**src/rtl/tff_pkg.sv**
```systemverilog
// Shared types and defaults for the T flip-flop input path.
// Holds the toggle-pulse FSM state encoding and the default timing constants.
package tff_pkg;

    typedef enum logic [1:0] {
        IDLE      = 2'd0,
        PRESS_CHK = 2'd1,
        HELD      = 2'd2,
        REL_CHK   = 2'd3
    } state_t;

    localparam int DEBOUNCE_CYCLES_DEF = 16;
    localparam int REPEAT_DELAY_DEF    = 64;
    localparam int REPEAT_PERIOD_DEF   = 16;
    localparam int CNT_W_DEF           = 16;

    function automatic int max3(input int a, input int b, input int c);
        int m;
        m = (a > b) ? a : b;
        return (m > c) ? m : c;
    endfunction

endpackage

```
**src/rtl/sync_2ff.sv**
```systemverilog
// Two-flop synchroniser for asynchronous levels entering the clk domain.
// WIDTH bits are synchronised independently; use only for quasi-static levels.
module sync_2ff #(
    parameter int               WIDTH   = 1,
    parameter logic [WIDTH-1:0] RST_VAL = '0
) (
    input  logic             clk,
    input  logic             rstn,
    input  logic [WIDTH-1:0] d,
    output logic [WIDTH-1:0] q
);

    logic [WIDTH-1:0] meta;

    always_ff @(posedge clk or negedge rstn) begin
        if (!rstn) begin
            meta <= RST_VAL;
            q    <= RST_VAL;
        end else begin
            meta <= d;
            q    <= meta;
        end
    end

endmodule

```
**src/rtl/toggle_pulse_gen.sv**
```systemverilog
// Push-button front end for the T flip-flop: synchronise, debounce and emit
// single-cycle toggle pulses on t, with optional auto-repeat while held.
module toggle_pulse_gen
    import tff_pkg::*;
#(
    parameter int DEBOUNCE_CYCLES = DEBOUNCE_CYCLES_DEF,
    parameter int REPEAT_EN       = 0,
    parameter int REPEAT_DELAY    = REPEAT_DELAY_DEF,
    parameter int REPEAT_PERIOD   = REPEAT_PERIOD_DEF,
    parameter int CNT_W           = CNT_W_DEF
) (
    input  logic clk,
    input  logic rstn,
    input  logic btn_in,
    input  logic enable,
    output logic t,
    output logic btn_level,
    output logic bouncing
);

    if (DEBOUNCE_CYCLES < 2 || DEBOUNCE_CYCLES > 65535) begin : g_bad_db
        $fatal(1, "toggle_pulse_gen: DEBOUNCE_CYCLES out of range 2..65535");
    end
    if (REPEAT_DELAY < 2 || REPEAT_PERIOD < 2) begin : g_bad_rep
        $fatal(1, "toggle_pulse_gen: REPEAT_DELAY and REPEAT_PERIOD must be >= 2");
    end
    if (CNT_W < 1 || CNT_W > 32 ||
        (64'd1 << CNT_W) <= 64'(max3(DEBOUNCE_CYCLES, REPEAT_DELAY, REPEAT_PERIOD))) begin : g_bad_w
        $fatal(1, "toggle_pulse_gen: CNT_W too narrow for the configured counts");
    end

    localparam logic [CNT_W-1:0] DB_LAST  = CNT_W'(DEBOUNCE_CYCLES - 1);
    localparam logic [CNT_W-1:0] DLY_LAST = CNT_W'(REPEAT_DELAY - 1);
    localparam logic [CNT_W-1:0] PER_LAST = CNT_W'(REPEAT_PERIOD - 1);

    logic             btn_s;
    state_t           state;
    logic [CNT_W-1:0] cnt;
    logic [CNT_W-1:0] rcnt;
    logic             rep_first;
    logic             armed;

    logic             db_done;
    logic [CNT_W-1:0] cnt_inc;
    logic             rep_hit;

    sync_2ff #(.WIDTH(1), .RST_VAL(1'b0)) u_sync_btn (
        .clk  (clk),
        .rstn (rstn),
        .d    (btn_in),
        .q    (btn_s)
    );

    // Debounce counter saturates at its terminal value instead of wrapping.
    assign db_done = (cnt == DB_LAST);
    assign cnt_inc = db_done ? cnt : cnt + 1'b1;
    assign rep_hit = (REPEAT_EN != 0) && (rcnt == (rep_first ? DLY_LAST : PER_LAST));

    always_ff @(posedge clk or negedge rstn) begin
        if (!rstn) begin
            state     <= IDLE;
            cnt       <= '0;
            rcnt      <= '0;
            rep_first <= 1'b1;
            armed     <= 1'b0;
            t         <= 1'b0;
            btn_level <= 1'b0;
            bouncing  <= 1'b0;
        end else begin
            t        <= 1'b0;
            bouncing <= (btn_s != btn_level);
            case (state)
                IDLE: begin
                    // After reset the button must be seen debounced low before a
                    // press is accepted, so a held button never fires on release.
                    if (!armed) begin
                        if (btn_s) begin
                            cnt <= '0;
                        end else if (db_done) begin
                            armed <= 1'b1;
                            cnt   <= '0;
                        end else begin
                            cnt <= cnt_inc;
                        end
                    end else if (btn_s) begin
                        state <= PRESS_CHK;
                        cnt   <= cnt_inc;
                    end else begin
                        cnt <= '0;
                    end
                end
                PRESS_CHK: begin
                    if (!btn_s) begin
                        state <= IDLE;
                        cnt   <= '0;
                    end else if (db_done) begin
                        state     <= HELD;
                        cnt       <= '0;
                        btn_level <= 1'b1;
                        t         <= enable;
                        rcnt      <= '0;
                        rep_first <= 1'b1;
                    end else begin
                        cnt <= cnt_inc;
                    end
                end
                HELD: begin
                    if (!btn_s) begin
                        state <= REL_CHK;
                        cnt   <= cnt_inc;
                    end else begin
                        cnt <= '0;
                        if (REPEAT_EN != 0) begin
                            if (rep_hit) begin
                                t         <= enable;
                                rcnt      <= '0;
                                rep_first <= 1'b0;
                            end else begin
                                rcnt <= rcnt + 1'b1;
                            end
                        end
                    end
                end
                REL_CHK: begin
                    // Repeat counter holds here so a release bounce only delays repeats.
                    if (btn_s) begin
                        state <= HELD;
                        cnt   <= '0;
                    end else if (db_done) begin
                        state     <= IDLE;
                        cnt       <= '0;
                        btn_level <= 1'b0;
                    end else begin
                        cnt <= cnt_inc;
                    end
                end
                default: begin
                    state <= IDLE;
                    cnt   <= '0;
                end
            endcase
        end
    end

endmodule

```
**config.mk**
```make
export PLATFORM = sky130hd
export DESIGN_NAME = toggle_pulse_gen
export DESIGN_NICKNAME = d
export VERILOG_FILES = /design/src/rtl/tff_pkg.sv /design/src/rtl/sync_2ff.sv /design/src/rtl/toggle_pulse_gen.sv
export SDC_FILE = /design/constraint.sdc
export NUM_CORES = 1
export LEC_CHECK = 0
export BUFFER_PORTS_ARGS = -buffer_cell sky130_fd_sc_hd__buf_2
export CORE_AREA = 2 2 53 50
export DETAILED_ROUTE_END_ITERATION = 6
export DIE_AREA = 0 0 55 52
export GPL_ROUTABILITY_DRIVEN = 1
export PLACE_DENSITY = 0.71
export SLEW_MARGIN = 20
export SYNTH_ARGS = -nofsm -noshare
export SYNTH_HDL_FRONTEND = slang
export SYNTH_SLANG_ARGS = --single-unit
```
**constraint.sdc**
```tcl
create_clock -name clk -period 2.4 [get_ports clk]
set_input_delay 0.12 -clock clk [delete_from_list [all_inputs] [get_ports clk]]
set_output_delay 0.12 -clock clk [all_outputs]
set_load 0.02 [all_outputs]
```
# == Yosys cells after proc, flatten, opt, wreduce, memory -nomap -nowiden ==
# Cells that the tools add are included.
# classes
add_sub_neg,1
n_eq_ne,14
mux,27
reduce_logical,4
# op_table
op,n
16-bit two-way mux,7
16-bit one-hot mux with 4 select lines,1
"16-bit by 1-bit adder with 16-bit output, second input constant",1
"16-bit by 4-bit equality test with 1-bit output, second input constant",1
2-bit two-way mux,7
1-bit two-way mux,10
"2-bit != test, second input constant",5
5-bit AND reduction,2
2-bit one-hot mux with 4 select lines,1
"2-bit equality test, second input constant",2
"2-bit by 1-bit != test with 1-bit output, second input constant",2
"3-bit by 2-bit != test with 1-bit output, second input constant",1
"3-bit != test, second input constant",1
"2-bit by 1-bit equality test with 1-bit output, second input constant",1
2-bit logical NOT,1
1-bit one-hot mux with 2 select lines,1
2-bit nonzero test,1
1-bit != test,1
# word_totals
register_bits,24
in_bits,4
output_inout_bits,3
wordCells,54

# == Longest topological paths before layout ==
# Gate-level depths: netlist of run 1.
# logic_depth
depth_word,6
mapped_depth,9
ltp_nobuf,8

# == Hierarchy ==
# A second synthesis of run 1 with hierarchy kept.
# hier_totals
hier_cells,120
area_unflattened_um2,1223.7
# modules_own_cells
mod,instances,cells_per_inst,area_each_um2,seq_area_each_um2
toggle_pulse_gen,1,118,1173.6,550.5
sync_2ff,1,2,50.0,50.0

# == Least setup slack after synthesis of run 1 ==
# Ideal clock, no wire load.
# synth_timing
path_type,register -> register
from,register cnt[0]
to,register cnt[0]
setup_ns,0.129
arrival_ns,1.717
required_ns,2.271
path_slack_ns,0.553
stages_incl_launch_ff,10
path_buffers,1
period_less_slack_ns,1.847
path_cell_list,dfrtp_1 ha_1 and4b_1 nand4_1 buf_2 ha_1 nor2_1 a22o_1 a22oi_1 o22ai_1
# synth_between
elab_chain_cells,6
elab_cells_between_ends,10
cone_classes,add/sub (1); eq/ne (1); mux (8)
# synth_rtl
element,line_no,text
start: declaration,toggle_pulse_gen.sv:38,logic [CNT_W-1:0] cnt;
start signal: assignment,toggle_pulse_gen.sv:83,cnt <= cnt_inc;
start signal: assignment,toggle_pulse_gen.sv:87,cnt <= cnt_inc;
start signal: assignment,toggle_pulse_gen.sv:104,cnt <= cnt_inc;
16-bit by 1-bit adder with 16-bit output or 16-bit by 4-bit equality test with 1-bit output (tied branches),"toggle_pulse_gen.sv:56, toggle_pulse_gen.sv:55",
16-bit two-way mux,toggle_pulse_gen.sv:56,assign cnt_inc = db_done ? cnt : cnt + 1'b1;
16-bit two-way mux,"toggle_pulse_gen.sv:79, toggle_pulse_gen.sv:96, toggle_pulse_gen.sv:129",
16-bit two-way mux,toggle_pulse_gen.sv:126,if (btn_s) begin
16-bit two-way mux,toggle_pulse_gen.sv:76,if (!armed) begin
16-bit one-hot mux with 4 select lines *,toggle_pulse_gen.sv:72,case (state)
# Every way passes the cells marked *; elsewhere a longest branch is shown, timed or not.
# A chain may end at the register's enable or synchronous reset.

# == Worst setup path in the final report of run 1 ==
# layout_timing
from,register cnt[0]
to,register btn_level
# layout_between
elab_chain_cells,3
elab_cells_between_ends,4
cone_classes,eq/ne (3); reduce/logical (1)
# layout_rtl
element,line_no,text
16-bit by 4-bit equality test with 1-bit output *,toggle_pulse_gen.sv:55,assign db_done = (cnt == DB_LAST);
2-bit != test (no line),-,
5-bit AND reduction (no line) *,-,
end signal: assignment,toggle_pulse_gen.sv:67,btn_level <= 1'b0;
end signal: assignment,toggle_pulse_gen.sv:99,btn_level <= 1'b1;
end signal: assignment,toggle_pulse_gen.sv:132,btn_level <= 1'b0;
end: declaration,toggle_pulse_gen.sv:17,"output logic btn_level,"
# Marked as above.

==> results of run 1 <==
## metal layers
layer,part of all wire (%),routed length [microns]
met1,49,1110
met2,47,1050
met3,3.4,76
met4,0.62,14
met5,0,0
## cells by family (layout without fill, tap and decap cells)
| kind of cell | count (synthesis) | in the layout |
|---|---|---|
| xor gates and xnor gates | 13 | 13 |
| buffers and inverters | 11 | 21 |
| adders and majority gates | 2 | 2 |
| DFF | 24 | 24 |
| muxes | 1 | 1 |
| AOI/OAI and AO/OA | 18 | 18 |
| and+or+nand+nor | 56 | 56 |
## flip-flops by register name (all words and copies together), names as in the netlist, named ones only
name and cells:
armed 1, state 1, u_sync_btn.meta 1, cnt 16, btn_level 1, t 1, u_sync_btn.q 1, bouncing 1
## worst paths after layout
kind	start	end	slack (ns)
worst max-delay path	cnt[0]	btn_level	0.52
worst min-delay path	rstn	cnt[0]	0.31
worst max register to register	cnt[0]	btn_level	0.52
worst min register to register	u_sync_btn.meta	u_sync_btn.q	0.37
max in group asynchronous	rstn	cnt[13]	1.75
min in group clk	u_sync_btn.meta	u_sync_btn.q	0.37
## layout make-up
cell class	instances	area [sq um]
clock buffers	3	22.5
flip-flops and latches	24	601
well taps	28	35.0
repair buffers	11	75.1
inverters	7	26.3
fillers	214	1020
multi-input cells	90	563
## critical path, stage by stage, from the launching register on
cell	delay (ns)
dfrtp_1	0.43
ha_1	0.22
and4b_1	0.23
nand4_1	0.11
buf_4	0.20
or2_1	0.27
a211o_1	0.31
## power by group through the flow
stage | Sequential (mW) | Combinational, mW | Clock [mW]
6_report | 0.418 | 0.0381 | 0.169
5_1_grt | 0.420 | 0.0440 | 0.191
4_1_cts | 0.419 | 0.0392 | 0.176
3_5_place_dp | 0.426 | 0.0354 | 0
3_3_place_gp | 0.426 | 0.0343 | 0
2_1_floorplan | 0.424 | 0.0201 | 0
## metrics by stage
step / utilization, % / cell area, sq um / power, mW / hold WS, ns
2_1_floorplan: - / 1210 / 0.444 / -0.176
3_3_place_gp: 54.3 / 1270 / 0.460 / 0.126
5_1_grt: 56.5 / 1320 / 0.655 / 0.361
6_report: 56.5 / 1320 / 0.626 / 0.307
4_1_cts: 56.5 / 1320 / 0.634 / 0.327
3_5_place_dp: 54.3 / 1270 / 0.462 / 0.132
## cell usage in the layout, fill, tap and decap left out, types with 3 or more instances in the layout
cell / instances
nand4_1: 5
nor3_1: 6
nor2_1: 17
nor4_1: 6
clkbuf_4: 3
dlygate4sd3_1: 3
dfrtp_1: 24
xnor2_1: 12
o21ai_0: 3
buf_2: 6
nand3_1: 8
nand2_1: 6
inv_1: 7
==> run summary, run 1 <==
Status: completed
Mapped Avg Cell Area: 9.68 sq um
Worst Max-Slew Pin Slew: 0.526 ns
# rows: 17
Clock transition at the registers of the reported paths: 0.12 ns
Die area: 2860 sq um
Gr busiest metal: met2
Synth Register Bits: 24
M3 GR Usage: 3.16%
Post-Syn Area: 1210 sq um
DP Cell Count: 157
Worst VDD drop: 327 uV
Post-Route WL: 2250 microns
Clk network pwr share: 27.1%
Flop pwr share: 66.8%
Worst-skew pair later-pin latency: 0.30 ns
Combinational share of power: 6.1%
Fin. Hold Viols: 0
Pre-CTS setup slack: 0.549 ns
Largest net degree at the start of global routing: 25
First-pass GRT wire length: 3950 microns
Root Driver: clkbuf_4
CTS tree: yes
Drt via density: 5.79
Type of the tightest min-delay check: in2async
H-tree depth: 1
Hold-fix buffers at CTS: 3
Initial core utilization: 51.7%
Core Box Area: 2340 sq um
CP Data Required Time: 2.60 ns
Headroom to the max-slew limit: 65.0%
Final min period: 1.88 ns
DIE WIDTH: 55 microns
Commonest cells in the netlist: dfrtp_1 (24), nor2_1 (17), xnor2_1 (12), nand3_1 (8), inv_1 (7)
Routed WL per cell: 13.8 microns
Hpwl dp: 1600 microns
RSZ-0062 raised after global routing: false
Post-route ant nets: 0
Final setup TNS: 0 ns
NumNets Final: 143
Vias in the first global route: 908
Syn_nets: 131
Max-cap violations: 0
Yosys top cell area share: 49.6%
Compound-Gate Fraction of Synth Area: 10.4%
CTS buffer count: 3
Share of layout cells above drive strength 1: 9.63%
Post-synthesis sequential area ratio: 49.6%
CP arrival: 2.08 ns
Count leader, synth: dfrtp_1
Endpoints failing setup: 0
P_int: 0.485 mW
Sw Share: 22.6%
Num Clock Sinks: 24
WS Path Type: reg2reg
Final GP Congestion: 0.830
Area Growth Syn to Fin: 9.31%
Cell Count, Final, Fillers Out: 163
I/O Pins: 7
Number of enable flip-flop cells after synthesis: 0
Setup bufs post-CTS: 0
Iteration count of the initial detailed-routing pass: 4
Fmax: 532 MHz
Port Buffer Count: 6
Worst-case reg-to-reg path depth: 6
Critical path startpoint category: flop
Ys Warns: 0
Most used DFF post-synth: dfrtp_1
Initial antenna violation count: 0
Met2 GRT Util: 30.2%
Die height: 52 microns
Mux contribution to synthesized area: 1.24%
XOR/XNOR share of the synthesized area: 9.41%
Post-Synth Adder-Cell Area: 2.07%
Unique masters post-synth: 32
Clk buf depth: 2
Switching Power: 0.141 mW
Share of synthesized flip-flops with an asynchronous set or reset: 100%
Post-cts sizing count: 0
Simple-Gate Fraction of Synth Area: 23.4%
DRC: 0
Leak: 0.545 nW
Worst Setup End Kind: flop
PwrDens: 473 nW/um^2
Crit share post-route: 78.3%
Synth top area cells: dfrtp_1 (50%), xnor2_1 (8.7%), nor2_1 (5.3%)
Layout Skew: 0.00237 ns
Initial DRC Count: 22
Worst Setup Slack, final: 0.521 ns
Critical Path Fanout Max: 11
Vias: 944
ANT cells: 0
Mapped Cells: 125
Cell taking the most area after synthesis: dfrtp_1
Max Slew Vio Count: 0
GR Overflow Total: 0
Met1 GRT Util: 26.2%
Tot GR Track Use: 19.2%
Largest family of logic cells by synthesized area: simple AND/OR/NAND/NOR gates
No activity file was read; power rests on OpenSTA's default activity.
==> run 2: changes to the inputs <==
- CORE_AREA: 2 2 53 50 -> 2 2 54 51
- DIE_AREA: 0 0 55 52 -> 0 0 56 53
- clock period: 2.4 -> 1.7 ns (I/O delays scaled with it)
==> run 2 against run 1 <==
The run now ends with negative setup slack left. Maximum frequency rose by 3.6%. Global-route usage rose by 1.3 points. Highest routed layer unchanged. First-iteration DRC count rose by 50%. Combinational power rose by 130%.
==> run summary, run 2 (same netlist as run 1, synthesis figures left out) <==
Status: finished with violations
Failing checks: negative setup slack
Num Clock Sinks: 24 (unchanged)
CP arrival: 2.03 ns (-0.05 ns)
Post-route ant nets: 0 (unchanged)
Placed cell area: 1420 sq um (+12%)
CTS tree: yes
ANT cells: 0 (unchanged)
Largest net degree at the start of global routing: 25 (unchanged)
First-pass GRT wire length: 4590 microns (+16%)
Worst Setup Slack, final: -0.114 ns (-0.635 ns)
Vias: 1111 (+18%)
Critical Path Fanout Max: 2 (-9)
Tot Pwr: 0.991 mW (+58%)
Worst Path Buf+Inv: 0 (-1)
Clock transition at the registers of the reported paths: 0.14 ns (+0.02 ns)
Cell Count, Final, Fillers Out: 192 (+18%)
Worst-skew pair later-pin latency: 0.32 ns (+0.02 ns)
Most common cell after layout, fill and taps aside: buf_4
Core Box Area: 2380 sq um (+1.8%)
Highest-count cells in the layout ignoring fill and taps: buf_4 (29), dfrtp_1 (24), nor2_1 (16)
Worst Setup End Kind: flop
H-tree depth: 1 (unchanged)
DRC: 0 (unchanged)
Fmax: 551 MHz (+3.6%)
PwrDens: 614 nW/um^2 (+30%)
Tot GR Track Use: 20.4% (+1.3 points)
Vias in the first global route: 1033 (+14%)
Final GP Congestion: 0.784 (-5.5%)
Worst VDD drop: 621 uV (+90%)
Layout Skew: 0.00659 ns (+0.00422 ns)
Crit-path slowest cell: dfrtp_1
Final min period: 1.81 ns (-0.0648 ns)
Share of layout cells above drive strength 1: 32.9% (+23 points)
Routed WL per cell: 16.5 microns (+19%)
RSZ-0062 raised after global routing: true
I/O Pins: 7 (unchanged)
CTS buffer count: 3 (unchanged)
Clk network pwr share: 31.9% (+4.8 points)
Fin. Hold Viols: 0 (unchanged)
WS Path Type: reg2reg
Worst-path cell chain: ha_2 > and4b_1 > nand4_1 > ha_1 > nor2_2 > a22o_1 > a22oi_2 > o22ai_1
Max-cap violations: 0 (unchanged)
Switching Power: 0.237 mW (+68%)
Root Driver: clkbuf_4
NumNets Final: 171 (+20%)
Leak: 0.736 nW (+35%)
DP Cell Count: 177 (+13%)
Max FFs per register: 16 (unchanged)
Type of the tightest min-delay check: in2async
Crit share post-route: 107% (+28 points)
CP Data Required Time: 1.92 ns (-0.68 ns)
Hpwl dp: 1920 microns (+20%)
Crit path max-delay family: adder cells
Combinational share of power: 8.8% (+2.7 points)
Initial antenna violation count: 0 (unchanged)
Max Slew Vio Count: 0 (unchanged)
Design area: 1610 sq um (+22%)
Post-Route WL: 3170 microns (+41%)
Port Buffer Count: 6 (unchanged)
GR Overflow Total: 0 (unchanged)
# rows: 17 (unchanged)
Initial core utilization: 50.8% (-0.92 points)
Drt via density: 5.79 (about the same)
Area Growth Syn to Fin: 33.4%
P_int: 0.753 mW (+55%)
Critical path startpoint category: flop
Sw Share: 24.0% (+1.4 points)
Headroom to the max-slew limit: 63.3% (-1.6 points)
Clk buf depth: 2 (unchanged)
Largest register by flop count: cnt
Critical Path Max Stage Delay: 0.39 ns (-0.04 ns)
Flop pwr share: 59.3% (-7.5 points)
Initial DRC Count: 33 (+50%)
Die height: 53 microns (+1.9%)
Iteration count of the initial detailed-routing pass: 4 (unchanged)
DIE WIDTH: 56 microns (+1.8%)
Endpoints failing setup: 3 (+3)
Worst Max-Slew Pin Slew: 0.550 ns (+0.0247 ns)
Die area: 2970 sq um (+3.8%)
[run 2: layer usage]
metal	routed length [microns]	track usage, %
met1	1420	27.9
met2	1590	32.9
met3	139	3.18
met4	27	7.94
met5	0	0
[run 2: layout make-up]
| type | count | area, sq um |
|---|---|---|
| multi-input combinational | 90 | 633 |
| inverter | 7 | 26.3 |
| fill | 191 | 768 |
| tap | 28 | 35.0 |
| clock buffer | 4 | 36.3 |
| sequential | 24 | 601 |
| timing repair buffer | 39 | 283 |
[run 2: worst paths after layout]
path,from,end,slack (ns),cells past startpoint
max reg2reg,cnt[1],cnt[0],-0.11,8
min reg2reg,u_sync_btn.meta,u_sync_btn.q,0.38,0
min in group clk,u_sync_btn.meta,u_sync_btn.q,0.38,0
min,rstn,cnt[3],0.26,2
max in group asynchronous,rstn,cnt[11],1.07,2
max,cnt[1],cnt[0],-0.11,8
[run 2: repair_timing]
action	in CTS	in global routing
endpoints found under the setup margin	3	18
pin swaps	2	7
cloned	0	1
setup buffers	3	4
resized for setup	3	13
hold endpoints to repair	26	0
hold buffers	3	0
[run 2: stage by stage]
stage	setup TNS, ns	worst slack, ns	util, %	hold WS (ns)
detailed placement	-0.138	-0.107	59.7	0.102
floorplan	-0.139	-0.139	-	-0.211
CTS	-0.126	-0.112	63.9	0.288
global route	-0.832	-0.202	67.8	0.296
global placement	-0.0223	-0.0182	59.7	0.0953
finish	-0.188	-0.114	67.8	0.257
[run 2: power by group through the flow]
| stage | clock (mW) | combinational, mW | sequential [mW] |
|---|---|---|---|
| floorplan | 0 | 0.0287 | 0.599 |
| global placement | 0 | 0.0635 | 0.598 |
| detailed placement | 0 | 0.0665 | 0.598 |
| CTS | 0.312 | 0.0791 | 0.587 |
| global route | 0.346 | 0.0963 | 0.589 |
| finish | 0.316 | 0.0873 | 0.588 |
